===== config.mk =====
export PLATFORM = sky130hd
export DESIGN_NAME = amount_sel_fsm
export DESIGN_NICKNAME = d
export VERILOG_FILES = /design/src/rtl/amount_sel_pkg.sv /design/src/rtl/btn_debounce.sv /design/src/rtl/amount_sel_fsm.sv
export SDC_FILE = /design/constraint.sdc
export NUM_CORES = 1
export LEC_CHECK = 0
export CORE_MARGIN = 2
export CORE_UTILIZATION = 53
export DETAILED_ROUTE_END_ITERATION = 12
export PLACE_DENSITY = 0.73
export SYNTH_ARGS = -nofsm -noshare
export SYNTH_HDL_FRONTEND = slang
export SYNTH_SLANG_ARGS = --single-unit

===== constraint.sdc =====
create_clock -name clk -period 1.7 [get_ports clk]
set_input_delay 0.17 -clock clk [delete_from_list [all_inputs] [get_ports clk]]
set_output_delay 0.17 -clock clk [all_outputs]
set_load 0.05 [all_outputs]

===== src/rtl/amount_sel_pkg.sv =====
// Shared types and defaults for the amount selector: state encoding,
// default debounce/timeout lengths and saturating step helpers.
package amount_sel_pkg;

  typedef enum logic [2:0] {IDLE, S100, S200, S300, S400} amount_state_t;

  localparam int unsigned DEBOUNCE_CYCLES_DEF = 1_000_000;
  localparam int unsigned TIMEOUT_CYCLES_DEF  = 500_000_000;

  function automatic amount_state_t step_up(input amount_state_t s);
    amount_state_t r;
    case (s)
      IDLE:    r = S100;
      S100:    r = S200;
      S200:    r = S300;
      S300:    r = S400;
      S400:    r = S400;
      default: r = IDLE;
    endcase
    return r;
  endfunction

  function automatic amount_state_t step_down(input amount_state_t s);
    amount_state_t r;
    case (s)
      IDLE:    r = IDLE;
      S100:    r = IDLE;
      S200:    r = S100;
      S300:    r = S200;
      S400:    r = S300;
      default: r = IDLE;
    endcase
    return r;
  endfunction

endpackage


===== src/rtl/btn_debounce.sv =====
// One push-button front end: 2-flop synchronizer, debounce counter and a
// registered rising-edge pulse (one pulse per accepted press).
module btn_debounce
  import amount_sel_pkg::*;
#(
  parameter int unsigned DEBOUNCE_CYCLES = DEBOUNCE_CYCLES_DEF
) (
  input  logic clk,
  input  logic rst,
  input  logic btn_raw,
  output logic level,
  output logic press
);

  localparam int CW = $clog2(DEBOUNCE_CYCLES);
  localparam logic [CW-1:0] CNT_MAX = CW'(DEBOUNCE_CYCLES - 1);

  logic          sync1_q, sync1_d;
  logic          sync2_q, sync2_d;
  logic          stable_q, stable_d;
  logic          prev_q, prev_d;
  logic          press_q, press_d;
  logic [CW-1:0] cnt_q, cnt_d;

  always_comb begin
    sync1_d  = btn_raw;
    sync2_d  = sync1_q;
    stable_d = stable_q;
    cnt_d    = '0;
    prev_d   = stable_q;
    press_d  = stable_q & ~prev_q;
    // Level must disagree with the stable value for DEBOUNCE_CYCLES edges in a row
    if (sync2_q != stable_q) begin
      if (cnt_q == CNT_MAX) begin
        stable_d = sync2_q;
      end else begin
        cnt_d = cnt_q + CW'(1);
      end
    end
  end

  always_ff @(posedge clk) begin
    if (rst) begin
      sync1_q  <= 1'b0;
      sync2_q  <= 1'b0;
      stable_q <= 1'b0;
      prev_q   <= 1'b0;
      press_q  <= 1'b0;
      cnt_q    <= '0;
    end else begin
      sync1_q  <= sync1_d;
      sync2_q  <= sync2_d;
      stable_q <= stable_d;
      prev_q   <= prev_d;
      press_q  <= press_d;
      cnt_q    <= cnt_d;
    end
  end

  assign level = stable_q;
  assign press = press_q;

endmodule


===== src/rtl/amount_sel_fsm.sv =====
// Button-driven amount selector: three debounced buttons step a five-state
// Moore FSM with one-hot Q100..Q400 flags. AUTO_RETURN_EN adds an idle timeout.
module amount_sel_fsm
  import amount_sel_pkg::*;
#(
  parameter int unsigned DEBOUNCE_CYCLES = DEBOUNCE_CYCLES_DEF,
  parameter int unsigned TIMEOUT_CYCLES  = TIMEOUT_CYCLES_DEF
) (
  input  logic clk,
  input  logic rst,
  input  logic btn_inc,
  input  logic btn_dec,
  input  logic btn_clr,
  output logic Q100,
  output logic Q200,
  output logic Q300,
  output logic Q400
);

  logic [2:0] btn_raw_vec;
  logic [2:0] btn_level;
  logic [2:0] btn_press;
  logic       p_inc, p_dec, p_clr;

  assign btn_raw_vec = {btn_clr, btn_dec, btn_inc};

  genvar gi;
  generate
    for (gi = 0; gi < 3; gi++) begin : g_btn
      btn_debounce #(
        .DEBOUNCE_CYCLES(DEBOUNCE_CYCLES)
      ) u_debounce (
        .clk    (clk),
        .rst    (rst),
        .btn_raw(btn_raw_vec[gi]),
        .level  (btn_level[gi]),
        .press  (btn_press[gi])
      );
    end
  endgenerate

  assign p_inc = btn_press[0];
  assign p_dec = btn_press[1];
  assign p_clr = btn_press[2];

  amount_state_t state_q, state_d;

`ifdef AUTO_RETURN_EN
  localparam int TW = $clog2(TIMEOUT_CYCLES);
  localparam logic [TW-1:0] TMO_MAX = TW'(TIMEOUT_CYCLES - 1);

  logic [TW-1:0] tmo_q, tmo_d;
`endif

  always_comb begin
    state_d = state_q;
    if (p_clr) begin
      state_d = IDLE;
    end else if (p_inc && p_dec) begin
      state_d = state_q;
    end else if (p_inc) begin
      state_d = step_up(state_q);
    end else if (p_dec) begin
      state_d = step_down(state_q);
    end

`ifdef AUTO_RETURN_EN
    tmo_d = '0;
    // A pulse in the expiry cycle wins: the counter restarts instead of returning
    if ((state_q != IDLE) && !(p_inc || p_dec || p_clr)) begin
      if (tmo_q == TMO_MAX) begin
        state_d = IDLE;
      end else begin
        tmo_d = tmo_q + TW'(1);
      end
    end
`endif
  end

  always_ff @(posedge clk) begin
    if (rst) begin
      state_q <= IDLE;
`ifdef AUTO_RETURN_EN
      tmo_q   <= '0;
`endif
    end else begin
      state_q <= state_d;
`ifdef AUTO_RETURN_EN
      tmo_q   <= tmo_d;
`endif
    end
  end

  assign Q100 = (state_q == S100);
  assign Q200 = (state_q == S200);
  assign Q300 = (state_q == S300);
  assign Q400 = (state_q == S400);

endmodule


==> summary.txt, run 1 <==
Route
  – Number of DRC violations after detailed routing: 0
  – Detailed-route via count: 2955
  – Final wirelength: roughly 6900 µm
  – Count of antenna-violating nets left after detailed routing: 0
  – Drt pass-1 iters: 4
  – Routed via count divided by cell count: about 5.6
  – First DRT Iteration DRCs: 138
  – Wire length per cell after detailed routing: approximately 13 µm

Logic synthesis
  – Per-instance average area after synthesis: roughly 9 µm²
  – Post-synthesis instance area: 3410 µm²
  – Number of flops mapped to enable cells by yosys: 0
  – Commonest register cell after synthesis: sky130_fd_sc_hd__dfxtp_1
  – Number of synthesized register bits: 78
  – Yosys Warn Count: 0
  – Seq/Total Area, Yosys: 0.457
  – Number of distinct library cells after synthesis: 44
  – Cell count after synthesis: 390
  – Fraction of synthesis flops using an asynchronous set or reset pin: 0
  – Number of nets produced by synthesis: between 300 and 400

STA
  – Total of endpoints with negative setup slack in the final report: 20
  – Unrepaired setup endpoints after global routing: yes
  – Highest clock frequency the design can meet: between 0.5 and 0.6 GHz
  – Worst-case clock skew: 0.00704 ns
  – Share of the cycle needed by the critical path after routing: 1.11
  – Worst slew margin relative to its limit: 0.702
  – Hold Violations, Final: 0
  – Setup total negative slack: -3.06 ns
  – Final critical delay including setup and external delays: 1.89 ns
  – Actual transition at the worst max-transition pin: 0.442 ns
  – Worst Setup Slack, final: -0.188 ns
  – Slew Limit Fails: 0

Global route
  – Overflow after GRT: 0
  – Initial antenna violation count: 0
  – Via count of the first global-routing pass: ~2.8k
  – First-pass GRT wire length: 11900 µm
  – Combined global-route utilization of all metal layers: 0.205
  – Pin count of the biggest net entering global routing: 20

Power
  – Overall Power: between 3 and 4 mW
  – Power per standard cell area: roughly 830 nW/µm²
  – Reported leakage power: between 1 and 1.5 nW
  – Max IR drop VDD: between 0.5 and 0.6 mV

Critical path
  – Worst endpoint data arrival time: approximately 2.2 ns
  – Highest fanout seen on the critical path: 3
  – Critical-path top delay cell: sky130_fd_sc_hd__or4_4
  – Crit path capture type: flip-flop
  – Crit path largest cell delay: roughly 0.55 ns
  – Flop2flop setup slack: -0.19 ns
  – Critical Path Source Type: flip-flop
  – Data required time of the critical path: 1.98 ns
  – Setup Crit Path Kind: reg2reg
  – Sequence of cells on the critical path: or4_1, or4_4, or3_1, a21oi_1

CTS
  – Clock Root Buffer: sky130_fd_sc_hd__clkbuf_8
  – Sinks on the clock net: between 70 and 80
  – CTS tree: yes
  – Number of buffers inserted by hold repair at cts: 0
  – Buffer depth of the longest clock path: 2
  – CTS HTree Levels: 3
  – Clock transition at the registers of the reported paths: ~0.070 ns
  – Skew-Pair Late Insertion Delay: 0.35 ns
  – Total clock buffers created by CTS: 9
  – Post-CTS repair timing setup buffer count: 0

Final layout
  – Most frequent cells in the layout: sky130_fd_sc_hd__dfxtp_1 (67), sky130_fd_sc_hd__buf_4 (47), sky130_fd_sc_hd__nor2_1 (45)
  – Most common cell after layout, fill and taps aside: sky130_fd_sc_hd__dfxtp_1
  – Footprint of the flip-flops and latches: ~1600 µm²
  – Final Net Count: approximately 460
  – Ratio of cells with drive above 1 in the final layout: 0.227
  – Layout filler cell count: roughly 510
  – Design area: about 4300 µm²
  – Footprint of the multi-input gates: 1830 µm²
  – Number of diodes: 0
  – Area growth syn-to-layout: 26.5%

Floorplanning
  – Initial core utilization: 0.544
  – Standard-cell row count: 29
  – Die boundary height: 84.3 µm
  – I/O pin total: 9
  – Floorplan die area: 7100 µm²
  – Core area: about 6300 µm²
  – Horiz. Die Dim: roughly 84 µm

Placement
  – Last weighted congestion value of the routability-driven placer: 0.876
  – Number of input and output port buffers inserted: 8
  – Final HPWL DP: approximately 5000 µm
  – Total placed instance area: 4020 µm²

Status
  – Run status: complete, but fails checks
  – Violations in the final reports: setup timing

Run
  – Max-Cap Viols: 0

Worst hold path
  – Class of the most critical hold timing path: in2reg
[area by class of cell]
class / count / area share
timing repair buffer: 59 / 0.122
tap: 77 / 0.0223
clock buffer: 13 / 0.0368
clock inverter: 3 / 0.0209
inverter: 12 / 0.0104
multi-input combinational: 288 / 0.423
sequential: 78 / 0.365
[metal layers]
layer  vias up  part of all wire  GRT usage  wire, µm
met3        15             0.031     0.0374       214
li1       1492                 -          -         -
met5         -                 0          0         0
met1      1404              0.46      0.250      3200
met4         0             0.020      0.114       142
met2        44              0.49      0.342      3380
[final timing paths]
kind,end,cells after the start,startpoint
setup / recovery,g_btn[1].u_debounce.level,4,g_btn[1].u_debounce.cnt_q[15]
hold / removal,g_btn[2].u_debounce.sync1_q,2,btn_clr
setup reg to reg,g_btn[1].u_debounce.level,4,g_btn[1].u_debounce.cnt_q[15]
hold reg to reg,g_btn[0].u_debounce.press,1,g_btn[0].u_debounce.prev_q
[where the power goes]
part           internal (mW)  total, mW  switching, mW  leakage (nW)
Sequential              1.83       1.84        0.00454         0.635
Clock                   1.06       1.71          0.652         0.124
Combinational         0.0276     0.0558         0.0282         0.655
Total                   2.92       3.60          0.685          1.41
[sequential cells by signal (all words and copies together), names as in the netlist]
register                  flops
g_btn.u_debounce.press        3
g_btn.u_debounce.sync2_q      3
g_btn.u_debounce.cnt_q       60
g_btn.u_debounce.level        3
g_btn.u_debounce.prev_q       3
state_q                       3
g_btn.u_debounce.sync1_q      3
[per-stage QoR]
stage	hold slack [ns]	utilization	worst slack, ns	cells
finish	0.363	0.688	-0.188	530
global route	0.356	0.688	-0.252	530
CTS	0.346	0.680	-0.194	530
detailed placement	0.375	0.640	-0.176	514
global placement	0.371	0.640	-0.158	514
floorplan	0.298	-	-0.191	390
[Yosys cell counts (all sizes together), types with 2 or more instances]
master    n  area, µm²
and4      2       17.5
nand2    21       78.8
nor3b     5       37.5
buf       4       26.3
nand4    12       75.1
nand3    27        140
ha        3       37.5
nor4b     3       26.3
nor4      9       56.3
dfxtp    78       1560
or4      12       93.8
nand4bb   2       22.5
nor2b    14       87.6
a21oi    24        120
inv      12       45.0
nor2     45        169
clkbuf    8       30.0
xnor2    23        201
nor3      7       35.0
and3      5       32.5
o31ai     8       60.1
or2       2       12.5
and2      3       18.8
o21ai    20        111
xor2     15        131
or3      15       96.3
or4b      2       20.0
[kinds of logic (layout without fill, tap and decap cells)]
logic type                 count (synthesis)  count (layout)  synth area share
AOI/OAI and AO/OA                         57              57            0.0964
xor gates and xnor gates                  38              38            0.0975
adders and majority gates                  3               3            0.0110
buffers and inverters                     24              87            0.0297
DFF                                       78              78             0.457
and+or+nand+nor                          190             190             0.308
[what timing repair did]
item | CTS | global route
gates resized for setup | 1 | 17
cloned | 0 | 0
pin swaps | 0 | 1
endpoints found under the setup margin | 21 | 59
[critical path, delay by kind of cell (launching register included)]
| family | cells | cell delay [ns] |
|---|---|---|
| AOI/OAI and AO/OA | 1 | 0.14 |
| and+or+nand+nor | 3 | 1.38 |
| DFF | 1 | 0.31 |
Note: power is estimated with default switching activity, not from simulation.
==> run 2: changes to the inputs <==
--- a/config.mk
+++ b/config.mk
@@ -5,7 +5,6 @@
 export SDC_FILE = /design/constraint.sdc
 export NUM_CORES = 1
 export LEC_CHECK = 0
-export CORE_MARGIN = 2
 export CORE_UTILIZATION = 53
 export DETAILED_ROUTE_END_ITERATION = 12
 export PLACE_DENSITY = 0.73
==> run 2 against run 1 <==
  * The run still ends with setup timing left
  * Via count shrank 2.8%
  * Core utilization grew 1.4 points
  * Non-clock buffer count shrank 5
  * Sequential cell count is the same
  * Routed wire length shrank 2.3%
  * Global-route usage grew 1.0 points
  * Design area shrank 1.4%
  * Critical endpoint unchanged
  * Highest routed layer unchanged
==> summary.txt, run 2 (synthesis gave the netlist of run 1 again) <==
Final layout
  – Flip-flop count of the largest register after layout: 60 (unchanged)
  – Number of diodes: 0 (unchanged)
  – Final core occ: 0.703 (was 0.688)
  – Most common cell after layout, fill and taps aside: sky130_fd_sc_hd__dfxtp_1 (unchanged)
  – Area growth syn-to-layout: 24.7% (was 26.5%)
  – Most flop-heavy register: g_btn.u_debounce.cnt_q (unchanged)
  – Layout filler cell count: 476 (was 511)
  – Footprint of the flip-flops and latches: 1580 µm² (about the same)
  – Ratio of cells with drive above 1 in the final layout: 0.250 (was 0.227)
  – Footprint of the multi-input gates: 1860 µm² (was 1830 µm²)
  – Most frequent cells in the layout: sky130_fd_sc_hd__dfxtp_1 (65), sky130_fd_sc_hd__nor2_1 (45), sky130_fd_sc_hd__buf_4 (43) (was sky130_fd_sc_hd__dfxtp_1 (67), sky130_fd_sc_hd__buf_4 (47), sky130_fd_sc_hd__nor2_1 (45))
  – Final Net Count: 451 (was 456)
  – Non-filler cells in the finished layout: 523 (was 530)

Route
  – Routed via count divided by cell count: 5.49 (was 5.58)
  – Final wirelength: 6780 µm (was 6940 µm)
  – Count of antenna-violating nets left after detailed routing: 0 (unchanged)
  – Wire length per cell after detailed routing: 13.0 µm (was 13.1 µm)
  – First DRT Iteration DRCs: 144 (was 138)
  – Number of DRC violations after detailed routing: 0 (unchanged)
  – Detailed-route via count: 2871 (was 2955)
  – Drt pass-1 iters: 4 (unchanged)

Placement
  – Final HPWL DP: 4760 µm (was 4860 µm)
  – Last weighted congestion value of the routability-driven placer: 0.794 (was 0.876)
  – Instance count after placement with tap cells included: 507 (was 514)
  – Setup Slack @ Placement: -0.229 ns (was -0.176 ns)
  – Number of input and output port buffers inserted: 8 (unchanged)

Floorplanning
  – Horiz. Die Dim: 82.3 µm (was 84.3 µm)
  – Standard-cell row count: 28 (was 29)
  – I/O pin total: 9 (unchanged)
  – Floorplan die area: 6770 µm² (was 7100 µm²)
  – Die boundary height: 82.3 µm (was 84.3 µm)
  – Core area: 6060 µm² (was 6280 µm²)
  – Initial core utilization: 0.563 (was 0.544)

Critical path
  – Setup Crit Path Kind: reg2reg (unchanged)
  – Crit path largest cell delay: 0.55 ns (about the same)
  – Flop2flop setup slack: -0.22 ns (was -0.19 ns)
  – Highest fanout seen on the critical path: 5 (was 3)
  – Critical-path top delay cell: sky130_fd_sc_hd__or4_4 (unchanged)
  – Worst r2r path cells: 4 (unchanged)
  – Crit path buf inv count: 0 (unchanged)
  – Sequence of cells on the critical path: or4_1, or4_4, or3_4, a21oi_2 (was or4_1, or4_4, or3_1, a21oi_1)
  – Kind of cell adding the most delay to the critical path: simple AND/OR/NAND/NOR gates (unchanged)
  – Critical Path Source Type: flip-flop (unchanged)
  – Data required time of the critical path: 1.99 ns (was 1.98 ns)
  – Worst endpoint data arrival time: 2.20 ns (was 2.17 ns)
  – Worst flop-to-flop path endpoint: g_btn[1].u_debounce.level (unchanged)
  – Crit path capture type: flip-flop (unchanged)
  – Launch point of the worst reg-to-reg path: g_btn[1].u_debounce.cnt_q[13] (was g_btn[1].u_debounce.cnt_q[15])

Global route
  – Combined global-route utilization of all metal layers: 0.215 (was 0.205)
  – First-pass GRT wire length: 11000 µm (was 11900 µm)
  – Pin count of the biggest net entering global routing: 20 (unchanged)
  – Overflow after GRT: 0 (unchanged)
  – Initial antenna violation count: 0 (unchanged)
  – Via count of the first global-routing pass: 2605 (was 2786)

STA
  – Hold Violations, Final: 0 (unchanged)
  – Final critical delay including setup and external delays: 1.92 ns (was 1.89 ns)
  – Total of endpoints with negative setup slack in the final report: 20 (unchanged)
  – Worst-case clock skew: 0.00601 ns (was 0.00704 ns)
  – Share of the cycle needed by the critical path after routing: 1.13 (was 1.11)
  – Worst slew margin relative to its limit: 0.733 (was 0.702)
  – Slew Limit Fails: 0 (unchanged)
  – Highest clock frequency the design can meet: 0.522 GHz (was 0.530 GHz)
  – Unrepaired setup endpoints after global routing: yes (unchanged)
  – Worst Setup Slack, final: -0.216 ns (was -0.188 ns)
  – Worst-case hold slack: 0.377 ns (was 0.363 ns)
  – Actual transition at the worst max-transition pin: 0.397 ns (was 0.442 ns)

Worst hold path
  – Class of the most critical hold timing path: in2reg (unchanged)
  – Startpoint of the worst hold path: btn_inc (was btn_clr)
  – End point of the most critical hold path: g_btn[0].u_debounce.sync1_q (was g_btn[2].u_debounce.sync1_q)
  – Cell depth of the worst min-delay path: 2 (unchanged)

CTS
  – Skew-Pair Late Insertion Delay: 0.35 ns (about the same)
  – Clock Root Buffer: sky130_fd_sc_hd__clkbuf_8 (unchanged)
  – Total clock buffers created by CTS: 9 (unchanged)
  – Clock transition at the registers of the reported paths: 0.08 ns (was 0.07 ns)
  – Buffer depth of the longest clock path: 2 (unchanged)
  – Number of buffers inserted by hold repair at cts: 0 (unchanged)
  – CTS HTree Levels: 3 (unchanged)
  – Sinks on the clock net: 78 (unchanged)
  – CTS tree: yes (unchanged)

Power
  – Overall Power: 3.27 mW (was 3.60 mW)
  – Combinational fraction of design power: 0.018 (was 0.015)
  – Power spent charging and discharging nets: 0.699 mW (was 0.685 mW)
  – Power per standard cell area: 769 nW/µm² (was 834 nW/µm²)
  – Sequential Power Share: 0.561 (was 0.510)
  – Cell-internal power: 2.57 mW (was 2.92 mW)
  – Part of the total power dissipated in the clock network: 0.421 (was 0.474)
  – Max IR drop VDD: 0.728 mV (was 0.590 mV)
  – Reported leakage power: 1.37 nW (was 1.41 nW)
  – Sw frac: 0.214 (was 0.190)

Status
  – Run status: complete, but fails checks (unchanged)
  – Violations in the final reports: setup timing (unchanged)

Run
  – Max-Cap Viols: 0 (unchanged)
[run 2: cell count changes in the layout (fill, tap and decap cells not counted), sizes merged]
cell and delta:
bufinv -2, clkinv +4, buf -5, clkinvlp +1
clkbuf -3
[run 2: power by group through the flow]
stage	clock network (mW)	logic (mW)	registers (mW)
2_1_floorplan	0	0.0291	1.88
3_3_place_gp	0	0.0545	1.88
3_5_place_dp	0	0.0559	1.88
4_1_cts	1.41	0.0576	1.84
5_1_grt	1.50	0.0638	1.84
6_report	1.38	0.0576	1.84
[run 2: through the flow]
step	instance area [µm²]	TNS, ns
floorplan	3470	-2.67
global placement	3980	-3.02
detailed placement	3980	-3.63
CTS	4220	-3.70
finish	4260	-3.80
global route	4260	-4.75
[run 2: final cells by class]
class / count / area share
Clock buffer: 10 / 0.0323
Tap cell: 75 / 0.0220
Sequential cell: 78 / 0.371
Multi-Input combinational cell: 288 / 0.436
Clock inverter: 6 / 0.0144
Timing Repair Buffer: 54 / 0.114
Inverter: 12 / 0.0106
[run 2: worst reg2reg max path, stage by stage (launching register included)]
cell	delay [ns]
sky130_fd_sc_hd__dfxtp_2	0.35
sky130_fd_sc_hd__or4_1	0.50
sky130_fd_sc_hd__or4_4	0.55
sky130_fd_sc_hd__or3_4	0.34
sky130_fd_sc_hd__a21oi_2	0.12
[run 2: what timing repair did]
item / in CTS / in global routing
endpoints found under the setup margin: 21 / 37
gates resized for setup: 13 / 14
gates cloned: 0 / 0
buffers inserted: 0 / 0
pin swaps: 3 / 2
hold endpoints to repair: 0 / 0
[run 2: routing by layer]
layer | part of all wire | GRT usage
met1 | 0.47 | 0.255
met3 | 0.023 | 0.0626
met4 | 0.019 | 0.0877
met2 | 0.49 | 0.363
met5 | 0 | 0
[run 2: worst max path at each step]
stage / start / endpoint / slack [ns] / cells after the start
after floorplan: g_btn[1].u_debounce.cnt_q[15] / g_btn[1].u_debounce.cnt_q[10] / -0.19 / 5
after global placement: g_btn[1].u_debounce.cnt_q[13] / g_btn[1].u_debounce.level / -0.18 / 4
after detailed placement: g_btn[1].u_debounce.cnt_q[2] / g_btn[1].u_debounce.cnt_q[17] / -0.23 / 4
after CTS: g_btn[1].u_debounce.cnt_q[11] / g_btn[1].u_debounce.level / -0.20 / 4
after global routing: g_btn[1].u_debounce.cnt_q[13] / g_btn[1].u_debounce.level / -0.26 / 4
final: g_btn[1].u_debounce.cnt_q[13] / g_btn[1].u_debounce.level / -0.22 / 4
==> run 3: changes to the inputs <==
--- a/config.mk
+++ b/config.mk
@@ -7,6 +7,7 @@
 export LEC_CHECK = 0
 export CORE_UTILIZATION = 53
 export DETAILED_ROUTE_END_ITERATION = 12
+export GPL_ROUTABILITY_DRIVEN = 1
 export PLACE_DENSITY = 0.73
 export SYNTH_ARGS = -nofsm -noshare
 export SYNTH_HDL_FRONTEND = slang
==> results of run 3 <==
Final layout, timing and power as in run 2 (identical DEF).
